File: src/rtl/goldilocks_modred_if.sv
// Handshake-free product/residue bus between the Karatsuba multiplier and the
// Goldilocks reduction stage.
interface goldilocks_modred_if #(
  parameter int N  = 64,
  parameter int TW = 8
);
  logic              in_valid;
  logic [2*N-1:0]    in_data;
  logic [TW-1:0]     in_tag;
  logic              out_valid;
  logic [N-1:0]      out_data;
  logic [TW-1:0]     out_tag;

  modport master (
    output in_valid, in_data, in_tag,
    input  out_valid, out_data, out_tag
  );

  modport slave (
    input  in_valid, in_data, in_tag,
    output out_valid, out_data, out_tag
  );
endinterface

File: src/rtl/goldilocks_modred.sv
// 3-stage shift/add reduction of a 128-bit product modulo q = 2^64 - 2^32 + 1.
// Define GOLDILOCKS_MODRED_OUT_REG_EN to add a 4th output register stage.
module goldilocks_modred #(
  parameter int N  = 64,
  parameter int TW = 8
) (
  input  logic                 clk,
  input  logic                 rst,
  goldilocks_modred_if.slave   bus
);
`ifdef GOLDILOCKS_MODRED_OUT_REG_EN
  localparam int STAGES = 4;
`else
  localparam int STAGES = 3;
`endif
  localparam int H = N / 2;
  localparam logic [N-1:0] Q   = {{H{1'b1}}, {(H-1){1'b0}}, 1'b1};
  localparam logic [N-1:0] EPS = {{H{1'b0}}, {H{1'b1}}};

  logic [STAGES:1]         vld_pipe_q;
  logic [STAGES:1][TW-1:0] tag_pipe_q;

  // Valid and tag travel together; tags only advance with a valid operand.
  always_ff @(posedge clk or posedge rst) begin
    if (rst) begin
      vld_pipe_q <= '0;
      tag_pipe_q <= '0;
    end else begin
      vld_pipe_q <= {vld_pipe_q[STAGES-1:1], bus.in_valid};
      if (bus.in_valid) tag_pipe_q[1] <= bus.in_tag;
      for (int i = 2; i <= STAGES; i++)
        if (vld_pipe_q[i-1]) tag_pipe_q[i] <= tag_pipe_q[i-1];
    end
  end

  // Stage 1: a = x_lo - x3 (+q on borrow), b = x2 * (2^32 - 1)
  logic [N-1:0] x_lo;
  logic [H-1:0] x2, x3;
  logic [N:0]   diff;
  logic [N-1:0] a_d, b_d, a_q, b_q;

  assign x_lo = bus.in_data[N-1:0];
  assign x2   = bus.in_data[N+H-1:N];
  assign x3   = bus.in_data[2*N-1:N+H];
  assign diff = {1'b0, x_lo} - {{(H+1){1'b0}}, x3};
  assign a_d  = diff[N] ? diff[N-1:0] - EPS : diff[N-1:0];
  assign b_d  = {x2, {H{1'b0}}} - {{H{1'b0}}, x2};

  // Stage 2: fold the carry of a + b back in as 2^64 == 2^32 - 1
  logic [N:0]   sum;
  logic [N-1:0] s_d, s_q;

  assign sum = {1'b0, a_q} + {1'b0, b_q};
  assign s_d = sum[N] ? sum[N-1:0] + EPS : sum[N-1:0];

  // Stage 3: s < 2q, so one conditional subtract yields the canonical residue
  logic [N-1:0] r_d, r_q;

  assign r_d = (s_q >= Q) ? s_q - Q : s_q;

  always_ff @(posedge clk or posedge rst) begin
    if (rst) begin
      a_q <= '0;
      b_q <= '0;
      s_q <= '0;
      r_q <= '0;
    end else begin
      if (bus.in_valid) begin
        a_q <= a_d;
        b_q <= b_d;
      end
      if (vld_pipe_q[1]) s_q <= s_d;
      if (vld_pipe_q[2]) r_q <= r_d;
    end
  end

`ifdef GOLDILOCKS_MODRED_OUT_REG_EN
  logic [N-1:0] o_q;

  always_ff @(posedge clk or posedge rst) begin
    if (rst)                o_q <= '0;
    else if (vld_pipe_q[3]) o_q <= r_q;
  end

  assign bus.out_data = o_q;
`else
  assign bus.out_data = r_q;
`endif

  assign bus.out_valid = vld_pipe_q[STAGES];
  assign bus.out_tag   = tag_pipe_q[STAGES];
endmodule
File: src/flat_wrapper.sv
// flat-port wrapper written by rule: the top's interface ports become plain ports
module goldilocks_modred_flat 
#(
  parameter int N  = 64,
  parameter int TW = 8
)
  (clk, rst, bus_in_valid, bus_in_data, bus_in_tag, bus_out_valid, bus_out_data, bus_out_tag);
  goldilocks_modred_if #(.N(N), .TW(TW)) bus_i ();
  input  logic clk;
  input  logic rst;
  input wire logic [$bits(bus_i.in_valid)-1:0] bus_in_valid;
  input wire logic [$bits(bus_i.in_data)-1:0] bus_in_data;
  input wire logic [$bits(bus_i.in_tag)-1:0] bus_in_tag;
  output wire logic [$bits(bus_i.out_valid)-1:0] bus_out_valid;
  output wire logic [$bits(bus_i.out_data)-1:0] bus_out_data;
  output wire logic [$bits(bus_i.out_tag)-1:0] bus_out_tag;
  assign bus_i.in_valid = bus_in_valid;
  assign bus_i.in_data = bus_in_data;
  assign bus_i.in_tag = bus_in_tag;
  assign bus_out_valid = bus_i.out_valid;
  assign bus_out_data = bus_i.out_data;
  assign bus_out_tag = bus_i.out_tag;
  goldilocks_modred #(.N(N), .TW(TW)) u_core (.clk(clk), .rst(rst), .bus(bus_i));
endmodule
File: config.mk
export PLATFORM = sky130hd
export DESIGN_NAME = goldilocks_modred_flat
export DESIGN_NICKNAME = d
export VERILOG_FILES = /design/src/rtl/goldilocks_modred_if.sv /design/src/rtl/goldilocks_modred.sv /design/src/flat_wrapper.sv
export SDC_FILE = /design/constraint.sdc
export NUM_CORES = 1
export LEC_CHECK = 0
export CORE_MARGIN = 2
export CORE_UTILIZATION = 50
export CTS_CLUSTER_DIAMETER = 60
export DETAILED_ROUTE_END_ITERATION = 8
export PLACE_DENSITY = 0.71
export SYNTH_ARGS = -nofsm -noshare
export SYNTH_HDL_FRONTEND = slang
export SYNTH_SLANG_ARGS = --single-unit
File: constraint.sdc
create_clock -name clk -period 12.6 [get_ports clk]
set_input_delay 3.78 -clock clk [delete_from_list [all_inputs] [get_ports clk]]
set_output_delay 3.78 -clock clk [all_outputs]
set_load 0.01 [all_outputs]
* Word-level counts from Yosys, hierarchy flattened
Cells that the tools add are included.
** Cells by class
- Multiply operators :: 0
- Eq/ne operators :: 0
- Shift operators :: 0
- Magnitude comparators :: 1
- Bitwise operators :: 0
- Add/sub/neg operators :: 6
- Reductions and logical operators :: 0
- Div/mod/pow operators :: 0
- Mux-type cells :: 3
** Operator list (count)
- $mux 64 :: 3
- $add 64x64->65 :: 1
- $sub 64x32->65 :: 1
- $add 64x32->64 const B :: 1
- $ge 64x64->1 const B :: 1
- $sub 64x32->64 :: 1
- $sub 64x32->64 const B :: 1
- $sub 64x64->64 const B :: 1
** Word-level totals
- Register bits :: 283
- Bits in read-only memories :: 0
- Memory bits (writable) :: 0
- Memories :: 0
- Input bits :: 139
- Bits in latches :: 0
- Output and inout port bits :: 73

* Depth between registers and ports, before layout
Gate-level depths: netlist (run 1).
- Depth in word-level cells :: 3
- Depth in mapped cells :: 16
- Mapped depth without buffers :: 15

* Least setup slack after synthesis (run 1)
OpenSTA, ideal clock, no wires.
- Path type :: input -> register
- Start :: in bus_in_data[0]
- End :: reg u_core.a_q[30]
- Data arrival time :: 7.114 ns
- Path buffers :: 0
- Stages :: 15
- Slack :: 5.349 ns
- Cells stage by stage :: inv_1 -> ha_1 -> inv_1 -> fa_1 -> a21o_1 -> a21oi_1 -> o21ai_0 -> a21oi_1 -> xor2_1 -> or3b_2 -> nor4b_2 -> nand4_1 -> nor4_1 -> xor2_1 -> a21oi_1
** On the way
- Longest elaborated chain between the ends :: 3
** Ends and longest elaborated chain
- start, declared :: line flat_wrapper.sv:12 : input wire logic [$bits(bus_i.in_data)-1:0] bus_in_data;
- $sub 64x32->65 * :: line goldilocks_modred.sv:45 : assign diff = {1'b0, x_lo} - {{(H+1){1'b0}}, x3};
- $sub 64x32->64 :: line goldilocks_modred.sv:46 : assign a_d = diff[N] ? diff[N-1:0] - EPS : diff[N-1:0];
- $mux 64 * :: line goldilocks_modred.sv:46
- end signal, assigned :: line goldilocks_modred.sv:63 : a_q <= '0;
- end signal, assigned :: line goldilocks_modred.sv:69 : a_q <= a_d;
- end, declared :: line goldilocks_modred.sv:40 : logic [N-1:0] a_d, b_d, a_q, b_q;
Mark *: on every way between the ends. The rest lies on a longest branch, timed or not.
A chain may end at the register's enable or synchronous reset.

* Worst setup path after layout (run 1)
- Start :: in bus_in_data[0]
- End :: reg u_core.a_q[21]
The elaborated chain is that of the path after synthesis.

==> qor.csv, run 1 <==
metric,value,unit
Syn Inst Count,2708,
Ports,212,
"FF+latch count, synth",283,
number of fill cells in the layout,3920,
DP Cell Count,3381,
Bufs and invs on worst path,3,
GP Congestion,0.9411,
count of nets after finishing,3076,
final core utilization,58.95,%
CP max stage cell,o21bai_1,
status,finished clean,
post-cts hold buffer count,0,
area of the multi-input gates,0.01391,mm^2
Fin. Hold Viols,0,
Synth Flop Type,dfrtp_1,
Post-CTS Setup Bufs,0,
Yosys top cell by area,dfrtp_1,
RSZ-0062 raised after global routing,no,
Synth Net Count,2950,
# resized after CTS,0,
mapped cell area,0.02197,mm^2
TNS Setup,0,ps
share of cells above drive strength 1,6.576,%
DP Area,0.02434,mm^2
max incr delay on CP,620,ps
Initial Utilization,50.78,%
"most common cell after layout, fill and taps aside",nor2_1,
Post-DRT Antenna Nets,0,
reg-to-reg endpoint,u_core.s_q[60],
Hold Path Class,flip-flop to flip-flop,
Via Count,20762,
DP Worst Slack,3751,ps
Worst Reg-to-Reg Cells,12,
asr flop ratio synth,100.0,%
Vias/cell,6.027,
Arrival @ worst endpoint,8720,ps
grt total ovfl,0,
vias in the first global route,19693,
DIE AREA,0.04563,mm^2
Cell Int Power,2.407,mW
Yosys top cell area share,32.24,%
Tot Pwr,4.015,mW
Hold Slack,497.3,ps
CTS Sinks,283,
Clock Skew,17.99,ps
CP required,12980,ps
DRT Wirelength,70140,um
Levels on crit path,16,
synth unique cells,98,
core area,0.04327,mm^2
Final Critical Period,8338,ps
Std-Cell Rows,76,
register area,0.007089,mm^2
H-tree Lvls,2,
Setup CP Type,primary input to flip-flop,
GRT Total Usage,30.39,%
CP max FO,10,
"top cells by area, synth","dfrtp_1 32%, a21oi_1 6.7%, ha_1 5.8%",
crit path launch type,primary input,
"CP delay by family, top",compound AO/OA/AOI/OAI gates,
headroom to the max-slew limit,12.76,%
reg2reg start,u_core.a_q[20],
"Avg Cell Area, Syn",8.112,um^2
R2R setup slack,7350,ps
post-synthesis sequential area ratio,32.24,%
Least-Margin Pin Slew,1276,ps
worst setup path end,u_core.a_q[21],
Clk pwr share,24.9,%
DP HPWL,56430,um
setup ws final,4262,ps
antenna violations before repair,8,
Num CTS Buffers,36,
crit end category,flip-flop,
Tcrit/Tclk final,66.17,%
switching share of power,40.05,%
Worst-Skew Late Latency,550,ps
Initial DRC Count,1774,
Area Growth Syn to Fin,16.10,%
maximum VDD drop,89.98,uV
routed len/inst,20.36,um
Power per Cell Area,157.4,mW/mm^2
clk slew on worst S/H paths,60,ps
Finished Cell Area,0.02550,mm^2
synth warn,0,
Port Buffer Count,211,
Post-synth EDFFs,0,
Critical path origin,bus_in_data[0],
combinational share of power,42.4,%
Initial DRT Pass Iterations,6,
Final Slew Violations,0,
CTS tree,built,
first-pass GRT wire length,108300,um
DIE WIDTH,213.6,um
leakage,9.931,nW
MaxCap Viol Count,0,
Net Switching,1.608,mW
most frequent cells in the layout,"307 x nor2_1, 296 x a21oi_1, 281 x dfrtp_1",
Max Clock Freq,119.9,MHz
"non-filler cells, final",3445,
Clock Tree Root,clkbuf_16,
sequential power share,32.7,%
Die Height,213.6,um
drt drc,0,
worst hold path depth,1,
Max Root-Sink Buffers,3,
cells along the critical path,clkdlybuf4s50_1 -> inv_1 -> ha_1 -> inv_1 -> fa_1 -> a21o_1 -> a21oi_1 -> o21ai_0 -> and3b_1 -> o21ai_0 -> a21boi_0 -> o21bai_1 -> nand4_1 -> nor4b_1 -> xnor2_1 -> a21oi_1,
largest net degree at the start of global routing,149,
endpoints failing setup,0,
==> cell families after synthesis <==
group | synth area share, %
XOR/XNOR | 8.492
buffers and inverters | 4.448
AND/OR/NAND/NOR | 24.52
flip-flops | 32.24
adder cells (fa/ha/maj) | 5.935
AO/OA/AOI/OAI | 20.96
multiplexers | 3.400
==> area by class of cell <==
type                       count  share of cell area (%)
multi-input combinational   2185                   54.54
sequential                   283                   27.80
timing repair buffer         221                   8.629
clock buffer                  45                   4.023
tap                          585                   2.870
inverter                     107                   1.604
clock inverter                18                  0.5298
antenna                        1                0.009812
==> worst min path at each step <==
stage / start / to / slack [ps]
detailed placement: u_core.tag_pipe_q[15] / u_core.bus.out_tag[7] / 490
CTS: u_core.tag_pipe_q[15] / u_core.bus.out_tag[7] / 500
global placement: u_core.tag_pipe_q[15] / u_core.bus.out_tag[7] / 480
finish: u_core.tag_pipe_q[15] / u_core.bus.out_tag[7] / 500
floorplan: u_core.vld_pipe_q[1] / u_core.vld_pipe_q[2] / 350
global route: u_core.tag_pipe_q[0] / u_core.tag_pipe_q[0] / 520
==> routing by layer <==
metal,track usage [%],wire length (um),up-vias
met1,40.68,31340,9870
met2,49.91,32240,650
met3,4.130,3696,132
met5,0,99,-
met4,11.93,2759,14
li1,-,-,10096
==> Yosys cell counts, types with 33 or more instances <==
cell type and count:
nor2_1 307, a21oi_1 296, dfrtp_1 283, nand2_1 238
o21ai_0 143, xnor2_1 133, inv_1 106, ha_1 101
clkbuf_1 95, nor3_1 89, xor2_1 80, nand4_1 74
mux2_2 61, nand3_1 54, nor4_1 53, or3_1 43
a21o_1 42, a31oi_1 33
==> flip-flops by register name, summed over array words and instances, names as in the netlist <==
signal               cells
u_core.b_q              64
u_core.vld_pipe_q        3
u_core.a_q              64
u_core.bus.out_tag       8
u_core.s_q              64
u_core.tag_pipe_q       16
u_core.bus.out_data     64
==> power by group through the flow <==
| stage | Combinational, mW | Clock [mW] | Sequential, mW |
|---|---|---|---|
| floorplan | 1.13 | 0 | 1.28 |
| finish | 1.70 | 1.00 | 1.31 |
| global route | 1.87 | 1.05 | 1.34 |
| CTS | 1.68 | 1.02 | 1.31 |
| global placement | 1.64 | 0 | 1.31 |
| detailed placement | 1.67 | 0 | 1.32 |
(Power assumes the default switching activity.)
==> run 2: changes to the inputs <==
--- a/config.mk
+++ b/config.mk
@@ -9,7 +9,7 @@
 export CORE_UTILIZATION = 50
 export CTS_CLUSTER_DIAMETER = 60
 export DETAILED_ROUTE_END_ITERATION = 8
-export PLACE_DENSITY = 0.71
+export PLACE_DENSITY = 0.74
 export SYNTH_ARGS = -nofsm -noshare
 export SYNTH_HDL_FRONTEND = slang
 export SYNTH_SLANG_ARGS = --single-unit
==> constraint.sdc (replaced) <==
create_clock -name clk -period 6.8 [get_ports clk]
set_input_delay 2.04 -clock clk [delete_from_list [all_inputs] [get_ports clk]]
set_output_delay 2.04 -clock clk [all_outputs]
set_load 0.01 [all_outputs]
==> run 2 against run 1 <==
Net effect:
- final area about the same
- clock-buffer cell count shrank 4
- wire length up 0.53%
- clock skew rose by 3.0 ps
- cell count increased by 0.41%
- sequential share of layout area is essentially flat
- die area unchanged
- critical path depth is 1 lower
- global-route usage about the same
- largest cell class unchanged
==> qor.csv, run 2 (synthesized netlist as in run 1, its figures left out) <==
metric,value,unit
status,finished clean,
Vias/cell,6.034,
Initial DRT Pass Iterations,5,
drt drc,0,
area of the multi-input gates,0.01391,mm^2
Hold Slack,495.1,ps
DP Cell Count,3401,
CP max FO,6,
Finished Cell Area,0.02551,mm^2
GP Congestion,0.9555,
grt total ovfl,0,
Max Root-Sink Buffers,3,
Clock Tree Root,clkbuf_16,
Arrival @ worst endpoint,6400,ps
DIE WIDTH,213.6,um
final core utilization,58.96,%
DP Worst Slack,321.9,ps
Cell Int Power,4.359,mW
count of nets after finishing,3091,
Setup CP Type,primary input to flip-flop,
Hold Path Class,flip-flop to flip-flop,
DP Area,0.02449,mm^2
Tot Pwr,7.246,mW
# resized after CTS,0,
leakage,9.959,nW
Worst-Skew Late Latency,570,ps
headroom to the max-slew limit,25.53,%
Fin. Hold Viols,0,
GRT Total Usage,30.35,%
Via Count,20870,
most frequent cells in the layout,"307 x nor2_1, 296 x a21oi_1, 281 x dfrtp_1",
sequential power share,33.3,%
first-pass GRT wire length,108700,um
Clk pwr share,22.8,%
TNS Setup,0,ps
H-tree Lvls,1,
Initial DRC Count,1474,
crit path launch type,primary input,
Area Growth Syn to Fin,16.13,%
antenna violations before repair,8,
CP required,7210,ps
Post-DRT Antenna Nets,0,
share of cells above drive strength 1,6.927,%
Final Slew Violations,0,
"most common cell after layout, fill and taps aside",nor2_1,
switching share of power,39.85,%
Std-Cell Rows,76,
Tcrit/Tclk final,88.05,%
combinational share of power,43.9,%
setup ws final,812.7,ps
CTS Sinks,283,
number of fill cells in the layout,3947,
clk slew on worst S/H paths,60,ps
DP HPWL,57620,um
DRT Wirelength,70510,um
maximum VDD drop,185.5,uV
Post-CTS Setup Bufs,0,
Max Clock Freq,167.0,MHz
crit end category,flip-flop,
Num CTS Buffers,31,
core area,0.04327,mm^2
endpoints failing setup,0,
Port Buffer Count,211,
Clock Skew,20.95,ps
Ports,212,
DIE AREA,0.04563,mm^2
Power per Cell Area,284.0,mW/mm^2
register area,0.007089,mm^2
largest net degree at the start of global routing,116,
CTS tree,built,
Least-Margin Pin Slew,1089,ps
post-cts hold buffer count,0,
"non-filler cells, final",3459,
RSZ-0062 raised after global routing,no,
Die Height,213.6,um
routed len/inst,20.39,um
MaxCap Viol Count,0,
Initial Utilization,50.78,%
Final Critical Period,5987,ps
Net Switching,2.888,mW
vias in the first global route,19773,
[run 2: cell types whose count changed in the layout (fill, tap and decap cells not counted), sizes merged]
cell	change
buf	+20
bufinv	+2
clkbuf	-4
clkinv	+2
clkinvlp	-1
inv	-5
[run 2: area by class of cell]
type,count,area share (%)
diodes,1,0.009809
clock inverters,16,0.5836
inverters,107,1.589
multi-input cells,2185,54.52
clock buffers,41,3.423
flip-flops and latches,283,27.79
well taps,585,2.869
repair buffers,241,9.215
[run 2: path summary, 6_finish.rpt]
path	slack, ps	endpoint	from	cells past startpoint
min in group asynchronous	1930	u_core.tag_pipe_q[5]	rst	2
setup reg to reg	1740	u_core.s_q[50]	u_core.a_q[20]	12
hold reg to reg	500	u_core.b_q[46]	u_core.b_q[46]	1
setup / recovery	810	u_core.a_q[49]	bus_in_data[101]	15
max in group asynchronous	3770	u_core.bus.out_data[4]	rst	3
hold / removal	500	u_core.b_q[46]	u_core.b_q[46]	1
[run 2: power by group through the flow]
| stage | combinational, mW | clock (mW) | sequential (mW) |
|---|---|---|---|
| 3_5_place_dp | 3.13 | 0 | 2.43 |
| 2_1_floorplan | 2.10 | 0 | 2.38 |
| 4_1_cts | 3.15 | 1.68 | 2.41 |
| 5_1_grt | 3.49 | 1.76 | 2.46 |
| 6_report | 3.18 | 1.65 | 2.41 |
| 3_3_place_gp | 3.08 | 0 | 2.41 |
[run 2: worst max-delay path, stage by stage]
cell and delay, ps:
clkdlybuf4s50_1 460, inv_1 40, ha_1 360, o21ai_1 150, a21boi_0 350, nand2_1 140, a211oi_1 630, o211ai_1 310
a2111oi_0 1020, buf_4 260, nor2_1 60, nand2_1 160, nor2_1 80, xnor2_1 220, a21oi_1 100
[run 2: layer usage]
metal | global-route usage [%] | up-vias | wire, um | part of all wire (%)
met5 | 0 | - | 92 | 0.13
met4 | 13.07 | 14 | 3112 | 4.4
met3 | 3.120 | 140 | 3183 | 4.5
met2 | 51.28 | 602 | 33010 | 47
met1 | 39.62 | 9988 | 31110 | 44
li1 | - | 10126 | - | -
==> run 3: changes to the inputs <==
--- a/config.mk
+++ b/config.mk
@@ -7,8 +7,10 @@
 export LEC_CHECK = 0
 export CORE_MARGIN = 2
 export CORE_UTILIZATION = 50
+export CTS_BUF_LIST = sky130_fd_sc_hd__clkbuf_2 sky130_fd_sc_hd__clkbuf_4 sky130_fd_sc_hd__clkbuf_8
 export CTS_CLUSTER_DIAMETER = 60
 export DETAILED_ROUTE_END_ITERATION = 8
+export HOLD_SLACK_MARGIN = 0.03
 export PLACE_DENSITY = 0.74
 export SYNTH_ARGS = -nofsm -noshare
 export SYNTH_HDL_FRONTEND = slang
==> run 3 against run 2 <==
Net effect:
- power rose by 0.51%
- first-iteration DRC count fell by 0.41%
- combinational power barely moved
- largest power group unchanged
- die area did not move
- worst setup slack improved by 12 ps
- utilization rose by 0.17 points
- sequential cell count did not move
- clock-buffer cell count rose by 31
- wire length barely moved
- register-to-register slack got worse by 60 ps
==> qor.csv, run 3 (synthesized netlist as in run 1, its figures left out) <==
metric,value,unit
Ports,212,
Die Height,213.6,um
post-cts hold buffer count,0,
Clock Tree Root,clkbuf_8,
cells along the critical path,clkdlybuf4s50_1 -> inv_1 -> ha_1 -> o21ai_1 -> a21boi_0 -> nand2_1 -> a211oi_1 -> o211ai_1 -> a2111oi_0 -> buf_4 -> nor2_1 -> nand2_1 -> nor2_1 -> xnor2_1 -> a21oi_1,
CP required,7230,ps
Fin. Hold Viols,0,
Arrival @ worst endpoint,6400,ps
Area Growth Syn to Fin,16.47,%
DRT Wirelength,70560,um
endpoints failing setup,0,
Via Count,20988,
worst hold path depth,1,
Critical path origin,bus_in_data[101],
CP max FO,6,
Final Critical Period,5975,ps
CTS tree,built,
"CP delay by family, top",compound AO/OA/AOI/OAI gates,
Least-Margin Pin Slew,1092,ps
Post-DRT Antenna Nets,0,
Bufs and invs on worst path,3,
core area,0.04327,mm^2
Clock Skew,28.03,ps
DIE WIDTH,213.6,um
clk slew on worst S/H paths,60,ps
Final Slew Violations,0,
vias in the first global route,19870,
count of nets after finishing,3106,
Std-Cell Rows,76,
hold path start,u_core.b_q[46],
Setup CP Type,primary input to flip-flop,
# resized after CTS,0,
Max Clock Freq,167.4,MHz
leakage,10.02,nW
H-tree Lvls,2,
max incr delay on CP,1030,ps
antenna violations before repair,8,
Port Buffer Count,211,
status,finished clean,
drt drc,0,
Vias/cell,6.017,
maximum VDD drop,155.1,uV
routed len/inst,20.23,um
Initial DRC Count,1468,
Levels on crit path,15,
first-pass GRT wire length,109200,um
crit end category,flip-flop,
Post-CTS Setup Bufs,0,
Num CTS Buffers,46,
GRT Total Usage,30.54,%
Initial Utilization,50.78,%
share of cells above drive strength 1,7.963,%
headroom to the max-slew limit,25.31,%
Max Root-Sink Buffers,3,
Hold Path Class,flip-flop to flip-flop,
largest net degree at the start of global routing,116,
DP HPWL,57620,um
crit path launch type,primary input,
MaxCap Viol Count,0,
CTS Sinks,283,
Tot Pwr,7.283,mW
CP max stage cell,a2111oi_0,
TNS Setup,0,ps
DIE AREA,0.04563,mm^2
grt total ovfl,0,
Tcrit/Tclk final,87.87,%
Worst Reg-to-Reg Cells,12,
most frequent cells in the layout,"307 x nor2_1, 296 x a21oi_1, 281 x dfrtp_1",
"most common cell after layout, fill and taps aside",nor2_1,
RSZ-0062 raised after global routing,no,
Worst-Skew Late Latency,590,ps
GP Congestion,0.9555,
Power per Cell Area,284.7,mW/mm^2
reg2reg start,u_core.a_q[20],
Initial DRT Pass Iterations,6,
## run 3: report_power, final
part / internal [mW] / switching (mW) / leakage [nW]
sequential: 2.07 / 0.340 / 3.23
clock: 1.00 / 0.689 / 0.578
combinational: 1.31 / 1.87 / 6.21
total: 4.39 / 2.90 / 10.0
## run 3: stage by stage
stage                     instances  cell area, um^2  hold WS (ps)  util (%)  setup slack, ps
after detailed placement       3401            24490         485.8     56.60            321.9
after floorplan                2708            21970         351.9         -             1011
after global placement         3401            24490         471.3     56.60            290.2
final                          3488            25590         495.6     59.14            825.1
after global routing           3486            25580         504.5     59.12            575.9
after CTS                      3486            25580         499.1     59.12            929.8
## run 3: final timing paths
kind	to	slack, ps
min in group asynchronous	u_core.tag_pipe_q[5]	1920
min reg2reg	u_core.b_q[46]	500
max	u_core.a_q[49]	830
max reg2reg	u_core.s_q[50]	1680
max in group asynchronous	u_core.bus.out_data[12]	3780
min	u_core.b_q[46]	500
## run 3: final cells by class
cell class / instances / area (um^2)
fillers: 3949 / 17680
multi-input cells: 2185 / 13910
flip-flops and latches: 283 / 7089
repair buffers: 241 / 2351
clock buffers: 72 / 947.2
well taps: 585 / 732.0
inverters: 107 / 405.4
clock inverters: 13 / 146.4
diodes: 2 / 5.005
## run 3: worst reg2reg max path: stages (launching register included)
cell	delay, ps
dfrtp_1	410
ha_1	440
nand4_1	240
nor3_1	650
o21ai_0	330
a211oi_1	430
nor3_1	120
a311oi_2	460
nand4_2	280
nor4_1	570
nand4_1	360
or4_1	490
a31o_2	240
## run 3: layer usage
layer	global-route usage (%)	wire, um	up-vias
met5	0	92	-
met3	3.471	3358	156
met1	39.73	30980	9975
met4	13.77	3252	14
li1	-	-	10175
met2	51.23	32880	668
